--- config.mk ---
export PLATFORM = sky130hd
export DESIGN_NAME = posit_normalize_stream
export DESIGN_NICKNAME = d
export VERILOG_FILES = /design/src/rtl/posit_normalize_stream.sv
export SDC_FILE = /design/constraint.sdc
export NUM_CORES = 1
export LEC_CHECK = 0
export ABC_AREA = 1
export CORE_UTILIZATION = 53
export DETAILED_ROUTE_END_ITERATION = 7
export PLACE_DENSITY_LB_ADDON = 0.2
export RECOVER_POWER = 100
export SLEW_MARGIN = 10
export SYNTH_ARGS = -nofsm -noshare
export SYNTH_HDL_FRONTEND = slang
export SYNTH_SLANG_ARGS = --single-unit
--- constraint.sdc ---
create_clock -name clk -period 8.6 [get_ports clk]
set_input_delay 1.72 -clock clk [delete_from_list [all_inputs] [get_ports clk]]
set_output_delay 1.72 -clock clk [all_outputs]
set_load 0.02 [all_outputs]
--- src/rtl/posit_normalize_stream.sv ---
// Posit encoder stream: packs sign/scale/fraction/GRS into a rounded POSIT_WIDTH-bit posit.
// Three-stage pipeline with a global stall driven by output backpressure.
module posit_normalize_stream #(
    parameter int unsigned POSIT_WIDTH = 32,
    parameter int unsigned POSIT_ES    = 2,
    parameter int unsigned SCALE_W     = $clog2(POSIT_WIDTH) + POSIT_ES + 2,
    parameter int unsigned FRAC_W      = POSIT_WIDTH - POSIT_ES - 3,
    parameter logic [15:0] LFSR_SEED   = 16'hACE1
) (
    input  logic                   clk,
    input  logic                   rst,
    input  logic                   in_valid,
    output logic                   in_ready,
    input  logic                   in_sign,
    input  logic                   in_zero,
    input  logic                   in_nar,
    input  logic [SCALE_W-1:0]     in_scale,
    input  logic [FRAC_W-1:0]      in_fraction,
    input  logic [2:0]             in_grs,
    input  logic [2:0]             rnd_mode,
    output logic                   out_valid,
    input  logic                   out_ready,
    output logic [POSIT_WIDTH-1:0] out_posit,
    output logic [15:0]            sat_hi_cnt,
    output logic [15:0]            sat_lo_cnt,
    input  logic                   cnt_clr
);

    localparam int unsigned MW        = POSIT_WIDTH - 1;
    localparam int unsigned LW        = 2 * POSIT_WIDTH + 1;
    localparam int unsigned SH_W      = $clog2(POSIT_WIDTH + 1);
    localparam int          MAX_SCALE = int'(1 << POSIT_ES) * int'(POSIT_WIDTH - 2);

    localparam logic [2:0] RM_RZERO    = 3'd0;
    localparam logic [2:0] RM_RPLUSINF = 3'd2;
    localparam logic [2:0] RM_RMININF  = 3'd3;
    localparam logic [2:0] RM_STOCH    = 3'd4;

    logic stall;
    logic accept;

    assign stall    = out_valid & ~out_ready;
    assign in_ready = ~rst & ~stall;
    assign accept   = in_valid & in_ready;

    // Stochastic-rounding source, stepped once per accepted beat
    logic [15:0] lfsr;
    logic        lfsr_fb;

    assign lfsr_fb = lfsr[15] ^ lfsr[13] ^ lfsr[12] ^ lfsr[10];

    always_ff @(posedge clk) begin
        if (rst) begin
            lfsr <= LFSR_SEED;
        end else if (accept) begin
            lfsr <= {lfsr[14:0], lfsr_fb};
        end
    end

    // S1: regime run length, exponent/fraction tail and clamp detection
    int                     scale_i;
    int                     k_i;
    int                     run_i;
    logic                   rb_c;
    logic                   hi_c;
    logic                   lo_c;
    logic [POSIT_WIDTH-1:0] tail_c;
    logic [LW-1:0]          pat_c;
    logic [SH_W-1:0]        sh_c;

    always_comb begin
        scale_i = int'($signed(in_scale));
        k_i     = scale_i >>> POSIT_ES;
        rb_c    = (k_i >= 0);
        run_i   = rb_c ? (k_i + 1) : -k_i;
        hi_c    = (scale_i > MAX_SCALE);
        lo_c    = (scale_i < -MAX_SCALE);
        tail_c  = (POSIT_WIDTH'(in_scale & SCALE_W'((1 << POSIT_ES) - 1)) << (FRAC_W + 3))
                | POSIT_WIDTH'({in_fraction, in_grs});
        // Every bit above the terminator holds the regime bit; the S2 shift trims the run
        pat_c   = {{POSIT_WIDTH{rb_c}}, ~rb_c, tail_c};
        sh_c    = '0;
        if (!(hi_c || lo_c)) begin
            sh_c = SH_W'(int'(POSIT_WIDTH) - run_i);
        end
    end

    logic                   s1_valid, s1_sign, s1_nar, s1_zero, s1_hi, s1_lo;
    logic [2:0]             s1_mode, s1_rnd;
    logic [LW-1:0]          s1_pat;
    logic [SH_W-1:0]        s1_sh;

    // S2: align regime, keep top magnitude bits, fold the rest into G/R/S
    logic [LW-1:0]          shifted_c;
    logic [2:0]             grs_c;

    always_comb begin
        shifted_c = s1_pat << s1_sh;
        grs_c     = {shifted_c[LW-1-MW], shifted_c[LW-2-MW], |shifted_c[LW-3-MW:0]};
    end

    logic                   s2_valid, s2_sign, s2_nar, s2_zero, s2_hi, s2_lo;
    logic [2:0]             s2_mode, s2_rnd, s2_grs;
    logic [MW-1:0]          s2_mag;

    // S3: rounding increment, saturation, complement and special values
    logic                   ulp_c;
    logic [MW:0]            sum_c;
    logic [MW-1:0]          mag_c;
    logic [POSIT_WIDTH-1:0] posit_c;

    always_comb begin
        ulp_c = 1'b0;
        case (s2_mode)
            RM_RZERO:    ulp_c = 1'b0;
            RM_RPLUSINF: ulp_c = ~s2_sign & (|s2_grs);
            RM_RMININF:  ulp_c = s2_sign & (|s2_grs);
            RM_STOCH:    ulp_c = (s2_grs > s2_rnd);
            default:     ulp_c = s2_grs[2] & (s2_grs[1] | s2_grs[0] | s2_mag[0]);
        endcase
        sum_c = {1'b0, s2_mag} + {{MW{1'b0}}, ulp_c};
        mag_c = sum_c[MW] ? {MW{1'b1}} : sum_c[MW-1:0];
        if (mag_c == '0) begin
            mag_c = MW'(1);
        end
        posit_c = {s2_sign, s2_sign ? (~mag_c + MW'(1)) : mag_c};
        // Clamped beats skip rounding and complement: sign prepended to the saturated magnitude
        if (s2_hi) begin
            posit_c = {s2_sign, {MW{1'b1}}};
        end else if (s2_lo) begin
            posit_c = {s2_sign, MW'(1)};
        end
        if (s2_zero) begin
            posit_c = '0;
        end
        if (s2_nar) begin
            posit_c = {1'b1, {MW{1'b0}}};
        end
    end

    logic s3_hi, s3_lo;

    always_ff @(posedge clk) begin
        if (rst) begin
            s1_valid  <= 1'b0;
            s1_sign   <= 1'b0;
            s1_nar    <= 1'b0;
            s1_zero   <= 1'b0;
            s1_hi     <= 1'b0;
            s1_lo     <= 1'b0;
            s1_mode   <= '0;
            s1_rnd    <= '0;
            s1_pat    <= '0;
            s1_sh     <= '0;
            s2_valid  <= 1'b0;
            s2_sign   <= 1'b0;
            s2_nar    <= 1'b0;
            s2_zero   <= 1'b0;
            s2_hi     <= 1'b0;
            s2_lo     <= 1'b0;
            s2_mode   <= '0;
            s2_rnd    <= '0;
            s2_grs    <= '0;
            s2_mag    <= '0;
            out_valid <= 1'b0;
            out_posit <= '0;
            s3_hi     <= 1'b0;
            s3_lo     <= 1'b0;
        end else if (!stall) begin
            s1_valid  <= in_valid;
            s1_sign   <= in_sign;
            s1_nar    <= in_nar;
            s1_zero   <= in_zero & ~in_nar;
            s1_hi     <= hi_c;
            s1_lo     <= lo_c;
            s1_mode   <= rnd_mode;
            s1_rnd    <= lfsr[2:0];
            s1_pat    <= pat_c;
            s1_sh     <= sh_c;
            s2_valid  <= s1_valid;
            s2_sign   <= s1_sign;
            s2_nar    <= s1_nar;
            s2_zero   <= s1_zero;
            s2_hi     <= s1_hi;
            s2_lo     <= s1_lo;
            s2_mode   <= s1_mode;
            s2_rnd    <= s1_rnd;
            s2_grs    <= grs_c;
            s2_mag    <= shifted_c[LW-1 -: MW];
            out_valid <= s2_valid;
            out_posit <= posit_c;
            s3_hi     <= s2_hi & ~s2_nar & ~s2_zero;
            s3_lo     <= s2_lo & ~s2_nar & ~s2_zero;
        end
    end

    // Clamp counters count on delivery, saturate, and yield to a clear
    always_ff @(posedge clk) begin
        if (rst || cnt_clr) begin
            sat_hi_cnt <= '0;
            sat_lo_cnt <= '0;
        end else if (out_valid && out_ready) begin
            if (s3_hi && (sat_hi_cnt != 16'hFFFF)) begin
                sat_hi_cnt <= sat_hi_cnt + 16'd1;
            end
            if (s3_lo && (sat_lo_cnt != 16'hFFFF)) begin
                sat_lo_cnt <= sat_lo_cnt + 16'd1;
            end
        end
    end

endmodule

==> results of run 1 <==
==> layer usage <==
layer  global-route usage, %  up-vias  share of wire (%)
met5                       0        -                  0
met4                    12.5        0                2.9
met3                    4.25       53                4.8
met2                    51.8      378                 46
met1                    41.3     5479                 46
li1                        -     6159                  -
==> stage by stage <==
| stage | utilization, % | setup slack [ns] | power (mW) | instances | area [um^2] |
|---|---|---|---|---|---|
| 2_1_floorplan | - | 4.05 | 1.44 | 1845 | 11500 |
| 3_3_place_gp | 60.2 | 3.16 | 1.66 | 2156 | 12700 |
| 3_5_place_dp | 60.2 | 3.12 | 1.66 | 2156 | 12700 |
| 4_1_cts | 63.0 | 3.11 | 2.47 | 2188 | 13300 |
| 5_1_grt | 62.8 | 1.32 | 2.59 | 2188 | 13300 |
| 6_report | 62.8 | 2.07 | 2.46 | 2188 | 13300 |
==> flip-flops by register name, summed over array words and instances (netlist names), 3 cells and up <==
register,count
lfsr,16
out_posit,32
s1_mode,3
s1_pat,34
s1_rnd,3
s1_sh,6
s2_grs,3
s2_mag,31
s2_mode,3
s2_rnd,3
sat_hi_cnt,16
sat_lo_cnt,16
==> power groups by stage <==
stage	Combinational, mW	Clock (mW)	Sequential (mW)
5_1_grt	0.770	0.856	0.962
6_report	0.691	0.816	0.954
2_1_floorplan	0.470	0	0.973
3_3_place_gp	0.683	0	0.972
4_1_cts	0.691	0.827	0.954
3_5_place_dp	0.687	0	0.973
==> worst max-delay path by stage <==
stage	startpoint	end	slack [ns]
floorplan	rst	in_ready	4.05
global placement	rst	in_ready	3.16
detailed placement	rst	in_ready	3.12
CTS	rst	in_ready	3.11
global route	s2_sign$_SDFFE_PP0N_	out_posit[24]$_SDFFE_PP0N_	1.32
finish	s2_sign$_SDFFE_PP0N_	out_posit[24]$_SDFFE_PP0N_	2.07
==> tightest hold or removal path: cells and delay by family, from the launching register on <==
kind / cells / cell delay [ns]
flops: 1 / 0.31
simple gates: 2 / 0.10
==> layout by cell type (no fill, tap or decap), drive strengths merged, types with 6 or more instances in the layout <==
cell / n
nand2: 530
nor4: 8
dfxtp: 181
clkdlybuf4s50: 47
nand4: 19
clkinv: 12
a21o: 7
dlygate4sd3: 68
nand3: 128
xnor2: 8
or2: 16
a31oi: 16
inv: 220
o21ai: 258
clkbuf: 18
xor2: 12
mux2i: 19
a22o: 6
a21oi: 59
buf: 9
nor3: 24
nor2: 159
ha: 12
o22ai: 38
==> final cells by class <==
type | instances | area, um^2
sequential | 181 | 3620
timing repair buffer | 125 | 1220
clock inverter | 15 | 180
inverter | 217 | 815
multi-input combinational | 1358 | 6670
clock buffer | 17 | 425
fill | 2071 | 7880
tap | 275 | 344
==> cell families (layout without fill, tap and decap cells) <==
logic type,count (synthesis),in the layout,share of synthesized area (%)
buffers and inverters,306,374,10.3
DFF,181,181,31.5
xor gates and xnor gates,20,20,1.52
and+or+nand+nor,895,895,34.1
muxes,19,19,1.65
adders and majority gates,12,12,1.30
AOI/OAI and AO/OA,412,412,19.6
==> out/summary.txt, run 1 <==
Max VDD drop: 120 uV
r2r endpoint: out_posit[24]$_SDFFE_PP0N_
Net Sw Power: 0.930 mW
RSZ-0062 raised after global routing: false
CP startpoint kind: flop
Sequential Power Share: 38.8%
Tcrit/Tclk final: 75.9%
Yosys warnings: 0
P_leak: 5.92 nW
GP Congestion: 1.01
sw frac: 37.8%
Cell Area, Synth: 11500 um^2
# rows: 53
Rel. slew slack: -93.2%
Area Growth Syn to Fin: 15.3%
CTS buffer count: 17
Clock Root Buffer: clkbuf_16
setup TNS: 0 ns
Clk Latency, worst-skew pair: 0.45 ns
crit path capture type: flop
power per standard cell area: 185 nW/um^2
failing checks: capacitance limit, slew limit
Int Pwr: 1.53 mW
Post-Syn Instances: 1845
DIE HEIGHT: 149 um
vias after detailed routing: 12100
Yosys cell types: 57
H-tree levels: 4
CP most frequent cell: nand2_1
maximum number of pins on one net before global-route repair: 84
fraction of layout cells with a size suffix above 1: 5.28%
critical path depth in cells: 32
number of max-cap violations: 2
biggest area consumer among synthesized cells: dfxtp_1
Crit path largest cell delay: 0.60 ns
Critical Path RT: 8.95 ns
post-layout minimum cycle time: 6.53 ns
WP buf/inv: 4
most numerous cell in the Yosys netlist: nand2_1
first-pass GRT wire length: 55300 um
hold_ws: 0.449 ns
final wirelength: 34300 um
initial antenna violation count: 0
Port Buf Inserts: 115
drt first-iter violations: 910
Hold Path End: out_posit[15]$_SDFFE_PP0N_
post-CTS sizing: 0
CP max-delay cell: nand3_1
clock skew: 0.0168 ns
CTS tree: built
hold crit path type: flop to flop
clock tree sinks: 181
IO Pins: 116
Synth Register Bits: 181
top cells by area, synth: dfxtp_1 31%, nand2_1 17%, o21ai_0 11%
FF-to-FF setup slack: 2.07 ns
vias per std cell: 5.52
Crit Path Category: flop to flop
number of global-route vias before repair: 10900
GRT Total Usage: 31.5%
delay-heaviest family, CP: simple AND/OR/NAND/NOR gates
hold_sp: out_posit[15]$_SDFFE_PP0N_
max-slew violations: 112
Hold Vio Cnt, Final: 0
Setup Fix Bufs, Post-CTS: 0
Pre-antenna DRT Iters: 7
DR WL/cell: 15.7 um
Initial Util: 54.4%
post-synthesis sequential area ratio: 31.5%
Post-DRT Antenna Nets: 0
Worst R2R Start: s2_sign$_SDFFE_PP0N_
grt total ovfl: 0
outcome: finished with violations
Chip Width: 149 um
R2R cell count: 32
hold buffer count at CTS: 0
ys flop type: dfxtp_1
Post-synth EDFFs: 0
worst slew pin tran: 2.89 ns
area share of the largest cell type after synthesis: 31.5%
clock slew at reported path FFs: 0.08 ns
Comb pwr share: 28.1%
Syn Nets: 1907
share of flip-flops with an asynchronous set or reset: 0%
nets@finish: 1962
core box area: 21200 um^2
DR DRC count: 0
number of antenna diodes: 0
# setup viols final: 0
Max Root-Sink Buffers: 2
synth cell count leaders: 520 x nand2_1, 247 x o21ai_0, 209 x inv_1
Post-DP HPWL: 25800 um
hold path cells: 2
worst path arrival time: 6.88 ns
worst-path fanout max: 32
Clock power frac: 33.2%
Mean Syn Cell Area: 6.24 um^2
die area: 22300 um^2
Max Clock Freq: 153 MHz
Power figures use the tool's default switching activity.
==> inputs of run 2 (changes only) <==
clock period = 5.6 ns   (was 8.6 ns; I/O delays follow)
==> out/summary.txt, run 2 (same netlist as run 1, synthesis figures left out) <==
r2r endpoint: out_posit[24]$_SDFFE_PP0N_
worst path arrival time: 5.34 ns (-1.54 ns)
Tcrit/Tclk final: 88.6% (+13 points)
Worst R2R Start: s2_rnd[2]$_SDFFE_PP0N_
Largest register FFs: 34 (unchanged)
max-slew violations: 114 (+1.8%)
final worst slack: 0.641 ns (-1.43 ns)
drt first-iter violations: 909 (-0.11%)
register area: 3620 um^2 (about the same)
Clock Root Buffer: clkbuf_16
Crit path largest cell delay: 0.32 ns (-0.28 ns)
Post-Layout Cell Count: 2191 (+0.14%)
FF-to-FF setup slack: 0.64 ns (-1.43 ns)
hold crit path type: flop to flop
outcome: finished with violations
R2R cell count: 33 (+3.1%)
worst slew pin tran: 2.08 ns (-0.812 ns)
clock skew: 0.0176 ns (+0.000813 ns)
failing checks: capacitance limit, slew limit
DR WL/cell: 15.8 um (+0.66%)
clock tree sinks: 181 (unchanged)
Rel. slew slack: -38.5% (+55 points)
CTS tree: built
dpl cells: 2159 (+0.14%)
Max Clock Freq: 202 MHz (+32%)
nets@finish: 1965 (+0.15%)
hold path cells: 1 (-1)
WP buf/inv: 4 (unchanged)
Setup Fix Bufs, Post-CTS: 0 (unchanged)
DIE HEIGHT: 149 um (unchanged)
final wirelength: 34500 um (+0.80%)
number of antenna diodes: 0 (unchanged)
CP startpoint kind: flop
Fillers: 2040 (-1.5%)
P_leak: 5.92 nW (about the same)
GP Congestion: 0.984 (-2.5%)
Max VDD drop: 202 uV (+69%)
initial antenna violation count: 0 (unchanged)
CP most frequent cell: nor2_1
Final Power: 3.79 mW (+54%)
DP Area: 12800 um^2 (+0.18%)
maximum number of pins on one net before global-route repair: 73 (-13%)
Pre-antenna DRT Iters: 6 (-1)
core box area: 21200 um^2 (unchanged)
most frequent cells in the layout: 522 x nand2_1, 250 x o21ai_0, 210 x inv_1
hold_ws: 0.450 ns (+0.00176 ns)
Critical Path RT: 5.98 ns (-2.97 ns)
grt total ovfl: 0 (unchanged)
worst slack, placed: 0.846 ns (-2.27 ns)
post-CTS sizing: 0 (unchanged)
die area: 22300 um^2 (unchanged)
Area Growth Syn to Fin: 15.6%
clock slew at reported path FFs: 0.08 ns (about the same)
post-layout minimum cycle time: 4.96 ns (-1.57 ns)
fraction of layout cells with a size suffix above 1: 5.32% (+0.044 points)
Hold Path End: out_posit[7]$_SDFFE_PP0N_
CP max-delay cell: dfxtp_1
DR DRC count: 0 (unchanged)
Hold Vio Cnt, Final: 0 (unchanged)
Clk Latency, worst-skew pair: 0.45 ns (about the same)
# rows: 53 (unchanged)
H-tree levels: 4 (unchanged)
GRT Total Usage: 31.7% (+0.20 points)
final non-filler cell area: 13300 um^2 (+0.25%)
hold buffer count at CTS: 0 (unchanged)
vias after detailed routing: 12200 (+0.70%)
# setup viols final: 0 (unchanged)
RSZ-0062 raised after global routing: false
Initial Util: 54.4% (unchanged)
Post-DRT Antenna Nets: 0 (unchanged)
number of max-cap violations: 2 (unchanged)
hold_sp: out_posit[7]$_SDFFE_PP0N_
Crit Path Category: flop to flop
Post-DP HPWL: 26000 um (+1.0%)
Util after Layout: 62.9% (+0.16 points)
delay-heaviest family, CP: simple AND/OR/NAND/NOR gates
Biggest register: s1_pat
Largest regs: s1_pat: 34 flops, out_posit: 32 flops, s2_mag: 31 flops
leading cell type in the layout, fill and taps excluded: nand2_1
number of global-route vias before repair: 11000 (+0.89%)
Max Root-Sink Buffers: 2 (unchanged)
worst-path fanout max: 6 (-81%)
Port Buf Inserts: 115 (unchanged)
first-pass GRT wire length: 55800 um (+1.0%)
crit path capture type: flop
multi-input logic area: 6680 um^2 (+0.23%)
setup TNS: 0 ns (unchanged)
CTS buffer count: 17 (unchanged)
Chip Width: 149 um (unchanged)
vias per std cell: 5.55 (+0.56%)
IO Pins: 116 (unchanged)
power per standard cell area: 285 nW/um^2 (+53%)
## run 2: worst register-to-register path: cells and delay by family, from the launching register on
kind | cells | cell delay [ns]
AO/OA/AOI/OAI | 4 | 0.68
adder cells (fa/ha/maj) | 4 | 0.97
buffers and inverters | 4 | 0.23
flip-flops | 1 | 0.32
AND/OR/NAND/NOR | 21 | 2.69
## run 2: cell type report
class	count	area share, %
Multi-Input combinational cell	1358	50.2
Sequential cell	181	27.2
Timing Repair Buffer	128	9.25
Inverter	217	6.12
Clock buffer	18	3.30
Tap cell	275	2.59
Clock inverter	14	1.32
## run 2: how the worst max path moves through the flow
stage	startpoint	endpoint	slack, ns	depth (start not counted)
6_report	s2_rnd[2]$_SDFFE_PP0N_	out_posit[24]$_SDFFE_PP0N_	0.64	33
4_1_cts	s2_grs[0]$_SDFFE_PP0N_	out_posit[26]$_SDFFE_PP0N_	0.80	32
5_1_grt	s2_sign$_SDFFE_PP0N_	out_posit[28]$_SDFFE_PP0N_	0.21	31
3_3_place_gp	s2_rnd[2]$_SDFFE_PP0N_	out_posit[26]$_SDFFE_PP0N_	0.99	32
2_1_floorplan	s2_sign$_SDFFE_PP0N_	out_posit[26]$_SDFFE_PP0N_	1.56	32
3_5_place_dp	s2_rnd[2]$_SDFFE_PP0N_	out_posit[26]$_SDFFE_PP0N_	0.85	32
## run 2: routing by layer
| metal | vias to the layer above | GRT usage [%] | share of wire, % |
|---|---|---|---|
| met5 | - | 0 | 0 |
| met4 | 0 | 10.7 | 2.8 |
| met3 | 66 | 4.25 | 5.5 |
| met2 | 396 | 52.4 | 46 |
| met1 | 5533 | 42.0 | 45 |
| li1 | 6158 | - | - |
## run 2: report_power, final
group          total [mW]  switching (mW)  internal [mW]  leakage [nW]
Sequential           1.47          0.0864           1.38          1.49
Combinational        1.06           0.701          0.362          4.13
Clock                1.25           0.634          0.620         0.298
==> RTL edit 1: new RTL, config.mk and constraints of run 2 <==
The parameter `POSIT_ES` goes from 2 to 1.
--- a/src/rtl/posit_normalize_stream.sv
+++ b/src/rtl/posit_normalize_stream.sv
@@ -4,3 +4,3 @@
     parameter int unsigned POSIT_WIDTH = 32,
-    parameter int unsigned POSIT_ES    = 2,
+    parameter int unsigned POSIT_ES    = 1,
     parameter int unsigned SCALE_W     = $clog2(POSIT_WIDTH) + POSIT_ES + 2,
Ports: changed (resized in_fraction and in_scale); port bits go from 116 to 116. No check against the original RTL was run, so the function may have changed too.
==> RTL edit 1 against run 2 <==
- synthesized area rose by 0.59%
- global-route usage rose by 0.51 points
- worst setup slack got worse by 0.13 ns
- wire length rose by 2.6%
- total power rose by 2.1%
- final area rose by 1.1%
- sequential cell count did not move
- synthesized cell count did not move
- register-to-register slack improved by 0.02 ns
==> RTL edit 1: results (changes against run 2) <==
* Outcome: complete, no violations
- The later-pin clock latency in the skew report was 0.45 ns (about the same).
* Final std cells w/o fill: 2198 (+0.32%)
- Largest regs: s1_pat x34, out_posit x32, s2_mag x31
- CTS-repair resized insts: 0 (unchanged)
- The global-route track usage on met1 came to 43.1% (+1.1 points).
* Total leakage power: 6.01 nW (+1.7%)
- Max-Slew Margin vs Limit: 5.44% (+44 points)
- Share of synthesized area occupied by flip-flops and latches: 31.3% (-0.18 points)
* Longest Clk Path Bufs: 2 (unchanged)
- Synth Net Count: 1906 (-0.052%)
* Synth Warn #: 0 (unchanged)
- The mean post-synth cell area came to 6.27 um^2 (+0.59%).
- IO buf count: 115 (unchanged)
* GRT Util Overall: 32.2% (+0.51 points)
- The share of flip-flops with an asynchronous set or reset after synthesis is 0% (unchanged).
- Fraction of layout cells with a size suffix above 1: 5.62% (+0.29 points)
* Largest vdd supply drop: 203 uV (+0.59%)
- The number of post-CTS setup repair buffers came to 0 (unchanged).
- Violation count after the first detailed-routing iteration: 1184 (+30%)
* Number of fillers in the final layout: 2057 (+0.83%)
* Worst path arrival time: 5.43 ns (+0.09 ns)
- The number of global-route vias before repair was 11124 (+0.74%).
* GR Layer Usage met2: 53.3% (+0.86 points)
- The number of levels in the clock H-tree came to 4 (unchanged).
- Number of search-and-repair iterations in the first detailed-routing pass: 6 (unchanged)
- The via count was 12273 (+0.99%).
- Clk_skew: 0.0137 ns (-0.00397 ns)
* Biggest fanout along the worst timing path: 50 (+44)
- By count the netlist is led by sky130_fd_sc_hd__nand2_1 (536), sky130_fd_sc_hd__inv_1 (212), sky130_fd_sc_hd__o21ai_0 (211).
* Total clock buffers created by CTS: 17 (unchanged)
* Final HPWL DP: 27100 um (+4.3%)
- The final estimated routing congestion in global placement came to 0.956 (-2.8%).
* Maximum number of pins on one net before global-route repair: 70 (-4.1%)
* Root buffer cell: sky130_fd_sc_hd__clkbuf_16
* Clock-pin slew on the worst setup and hold paths: 0.09 ns
* Post-placement setup slack: 0.763 ns (-0.0834 ns)
- The met3 routing resource usage after global routing came to 4.15% (-0.10 points).
* Library cells used by synthesis: 53 (-7.0%)
- Final antenna diode count: 0 (unchanged)
- Primary flip-flop cell chosen by synthesis mapping: sky130_fd_sc_hd__dfxtp_1
* Largest cells by area after synthesis: sky130_fd_sc_hd__dfxtp_1 (31%), sky130_fd_sc_hd__nand2_1 (17%), sky130_fd_sc_hd__o21ai_0 (9.1%)
* Path category of the worst min-delay check: register to register
- Final wirelength: 35400 um (+2.6%)
- The setup slack of the critical path after layout is 0.507 ns (-0.134 ns).
- NumNets Final: 1971 (+0.31%)
- Antenna violations before repair: 0 (unchanged)
* Wire length of the first global-routing pass: 56800 um (+1.8%)
RTL edit 1: changes by cell type in the layout (fill, tap and decap cells not counted), moves of 6 or more:
cell                       delta
sky130_fd_sc_hd__nand2_1     +15
sky130_fd_sc_hd__nand3_1     -24
sky130_fd_sc_hd__nand3b_1     +6
sky130_fd_sc_hd__nor2_1       +6
sky130_fd_sc_hd__nor3_1       +6
sky130_fd_sc_hd__o211ai_1     +6
sky130_fd_sc_hd__o21ai_0     -38
sky130_fd_sc_hd__o221ai_1     +7
RTL edit 1: logic make-up (layout without fill, tap and decap cells):
family                   count (synthesis)  after routing  share of synthesized area (%)
AND/OR/NAND/NOR                        912            912                           34.6
adder cells (fa/ha/maj)                 11             11                           1.19
flip-flops                             181            181                           31.3
multiplexers                            23             23                           1.99
buffers and inverters                  306            384                           10.3
XOR/XNOR                                22             22                           1.66
AO/OA/AOI/OAI                          390            390                           19.0
RTL edit 1: metal layers:
metal	vias to the layer above	routed length, um
li1	6181	-
met1	5599	16100
met2	431	16400
met3	62	2060
met4	0	801
met5	-	0
RTL edit 1: cell type report:
type                       instances  area, um^2  share of cell area (%)
clock buffer                      17         425                    3.16
clock inverter                    15         218                    1.62
inverter                         221         830                    6.16
multi-input combinational       1358        6770                    50.3
sequential                       181        3620                    26.9
tap                              275         344                    2.56
timing repair buffer             131        1250                    9.30
RTL edit 1: power by group:
| part | total (W) | switching [W] | internal, W |
|---|---|---|---|
| logic | 0.00108 | 0.000718 | 0.000363 |
| registers | 0.00146 | 0.0000784 | 0.00138 |
| clock network | 0.00132 | 0.000695 | 0.000629 |
| total | 0.00387 | 0.00149 | 0.00237 |
RTL edit 1: final timing paths:
kind         cells past startpoint             to          start  slack (ns)
max                              8      s1_pat[0]      out_ready        0.51
min reg2reg                      2  out_posit[17]  out_posit[17]        0.45
max reg2reg                     30  out_posit[26]      s2_rnd[2]        0.66
min                              2  out_posit[17]  out_posit[17]        0.45
RTL edit 1: critical path: stages:
cell	delay, ns
sky130_fd_sc_hd__dlygate4sd3_1	0.56
sky130_fd_sc_hd__nor2_2	0.10
sky130_fd_sc_hd__clkbuf_1	1.02
sky130_fd_sc_hd__clkinv_1	0.76
sky130_fd_sc_hd__nor2_1	0.32
sky130_fd_sc_hd__clkinv_1	0.43
sky130_fd_sc_hd__clkbuf_2	0.67
sky130_fd_sc_hd__o21ai_0	0.41
RTL edit 1: per-stage QoR:
stage | hold WS, ns | instance area (um^2) | utilization, %
after global placement | 0.438 | 12900 | 60.6
after floorplan | 0.429 | 11600 | -
after detailed placement | 0.438 | 12900 | 60.6
final | 0.449 | 13500 | 63.4
after CTS | 0.456 | 13500 | 63.6
after global routing | 0.471 | 13500 | 63.4
==> RTL edit 2: new RTL, flow settings as in run 2 <==
Without the edit above. Register the input `rnd_mode` before use, cleared by the reset. The logic sees it one clock later. The other inputs are not delayed to match.
--- a/src/rtl/posit_normalize_stream.sv
+++ b/src/rtl/posit_normalize_stream.sv
@@ -37,2 +37,12 @@
     localparam logic [2:0] RM_STOCH    = 3'd4;
+
+    logic [2:0] rnd_mode_q;
+
+    always_ff @(posedge clk) begin
+        if (rst) begin
+            rnd_mode_q <= '0;
+        end else begin
+            rnd_mode_q <= rnd_mode;
+        end
+    end
 
@@ -175,3 +185,3 @@
             s1_lo     <= lo_c;
-            s1_mode   <= rnd_mode;
+            s1_mode   <= rnd_mode_q;
             s1_rnd    <= lfsr[2:0];
Formal check against the unedited RTL: not equivalent (a bounded check fails within 4 cycles, from zero or initial values and one cycle with rst high).
==> RTL edit 2 against run 2 <==
- the flow still finishes with violations (capacitance limit, slew limit)
- utilization is 0.19 points higher
- final area shrank 0.32%
- non-clock buffer count up 5
- sequential share of layout area up 0.53 points
- wire length is 0.46% higher
- hold slack worse by 0.016 ns
- worst setup slack gained 0.066 ns
- sequential cell count up 3
- synthesized area decreased by 1.0%
- total power rose by 1.6%
- critical path depth is 3 lower
- critical endpoint is now out_posit[28]
- largest power group unchanged
- highest routed layer unchanged
==> RTL edit 2: results (changes against run 2) <==
* Outcome: finished with violations
* Violated checks: capacitance limit, slew limit
* Worst slack on hold paths: 0.434 ns (-0.0160 ns)
* Fraction of layout cells with a size suffix above 1: 4.32% (-1.0 points)
- The peak per-stage delay on the critical path is 0.34 ns (+0.02 ns).
- The peak ir drop on the vdd network is 219 uV (+8.4%).
* Library cells used by synthesis: 56 (-1.8%)
* Biggest fanout along the worst timing path: 13 (+7)
* Number of fillers in the final layout: 2008 (-1.6%)
- The max-slew violation count is 115 (+0.88%).
- The worst register-to-register path begins at s2_rnd[1].
- Wire length of the first global-routing pass: 55800 um (-0.11%)
- The total routed wirelength came to 34700 um (+0.46%).
- Hold path startpoint: rnd_mode_q[0]
- The number of global-route vias before repair is 10850 (-1.7%).
* Slew @ Worst Pin: 2.13 ns (+0.0512 ns)
- WL met1: 15600 um (-0.52%)
- The cell-internal power is 0.00240 W (+1.4%).
* Critical register-to-register path endpoint: out_posit[28]
* Largest cells by area after synthesis: sky130_fd_sc_hd__dfxtp_1 (32%), sky130_fd_sc_hd__nand2_1 (17%), sky130_fd_sc_hd__o21ai_0 (11%)
- The most critical setup path has its endpoint at out_posit[28].
- The maximum number of pins on one net before global-route repair is 79 (+8.2%).
* Fraction of power consumed by combinational cells: 27.0% (-1.1 points)
- The final net count is 1945 (-1.0%).
* Clk_skew: 0.0238 ns (+0.00613 ns)
* Max-cap violation count: 2 (unchanged)
==> RTL edit 2: cell types whose count changed in the layout (fill, tap and decap cells not counted), sizes merged, moves of 5 or more <==
cell / change
nand3: -22
a21oi: -14
nor2: +12
inv: -10
a31oi: +9
buf: +5
==> RTL edit 2: cells by family (layout without fill, tap and decap cells) <==
| group | Yosys count | in the layout | synth area share (%) |
|---|---|---|---|
| and+or+nand+nor | 880 | 880 | 33.0 |
| AOI/OAI and AO/OA | 406 | 406 | 19.7 |
| buffers and inverters | 292 | 369 | 9.95 |
| DFF | 184 | 184 | 32.3 |
| xor gates and xnor gates | 24 | 24 | 1.85 |
| muxes | 21 | 21 | 1.85 |
| adders and majority gates | 12 | 12 | 1.32 |
==> RTL edit 2: metrics by stage <==
| stage | cells | utilization, % | instance area (um^2) | power [W] | setup slack (ns) |
|---|---|---|---|---|---|
| 2_1_floorplan | 1819 | - | 11400 | 0.00220 | 1.63 |
| 3_3_place_gp | 2139 | 60.3 | 12700 | 0.00255 | 0.820 |
| 3_5_place_dp | 2139 | 60.3 | 12700 | 0.00255 | 0.785 |
| 4_1_cts | 2171 | 63.4 | 13300 | 0.00387 | 0.774 |
| 5_1_grt | 2171 | 63.1 | 13300 | 0.00405 | 0.135 |
| 6_report | 2171 | 63.1 | 13300 | 0.00385 | 0.707 |
==> RTL edit 2: layer usage <==
metal,global-route usage [%],vias to the layer above
met2,52.5,344
met4,12.9,0
met5,0,-
met1,42.6,5507
li1,-,6084
met3,3.56,72
==> RTL edit 2: area by class of cell <==
type                    count  area [um^2]  area share [%]
repair buffers            133         1270            9.56
multi-input cells        1343         6540            49.3
clock buffers              17          425            3.21
inverters                 204          768            5.79
clock inverters            15          234            1.76
flip-flops and latches    184         3680            27.8
well taps                 275          344            2.59
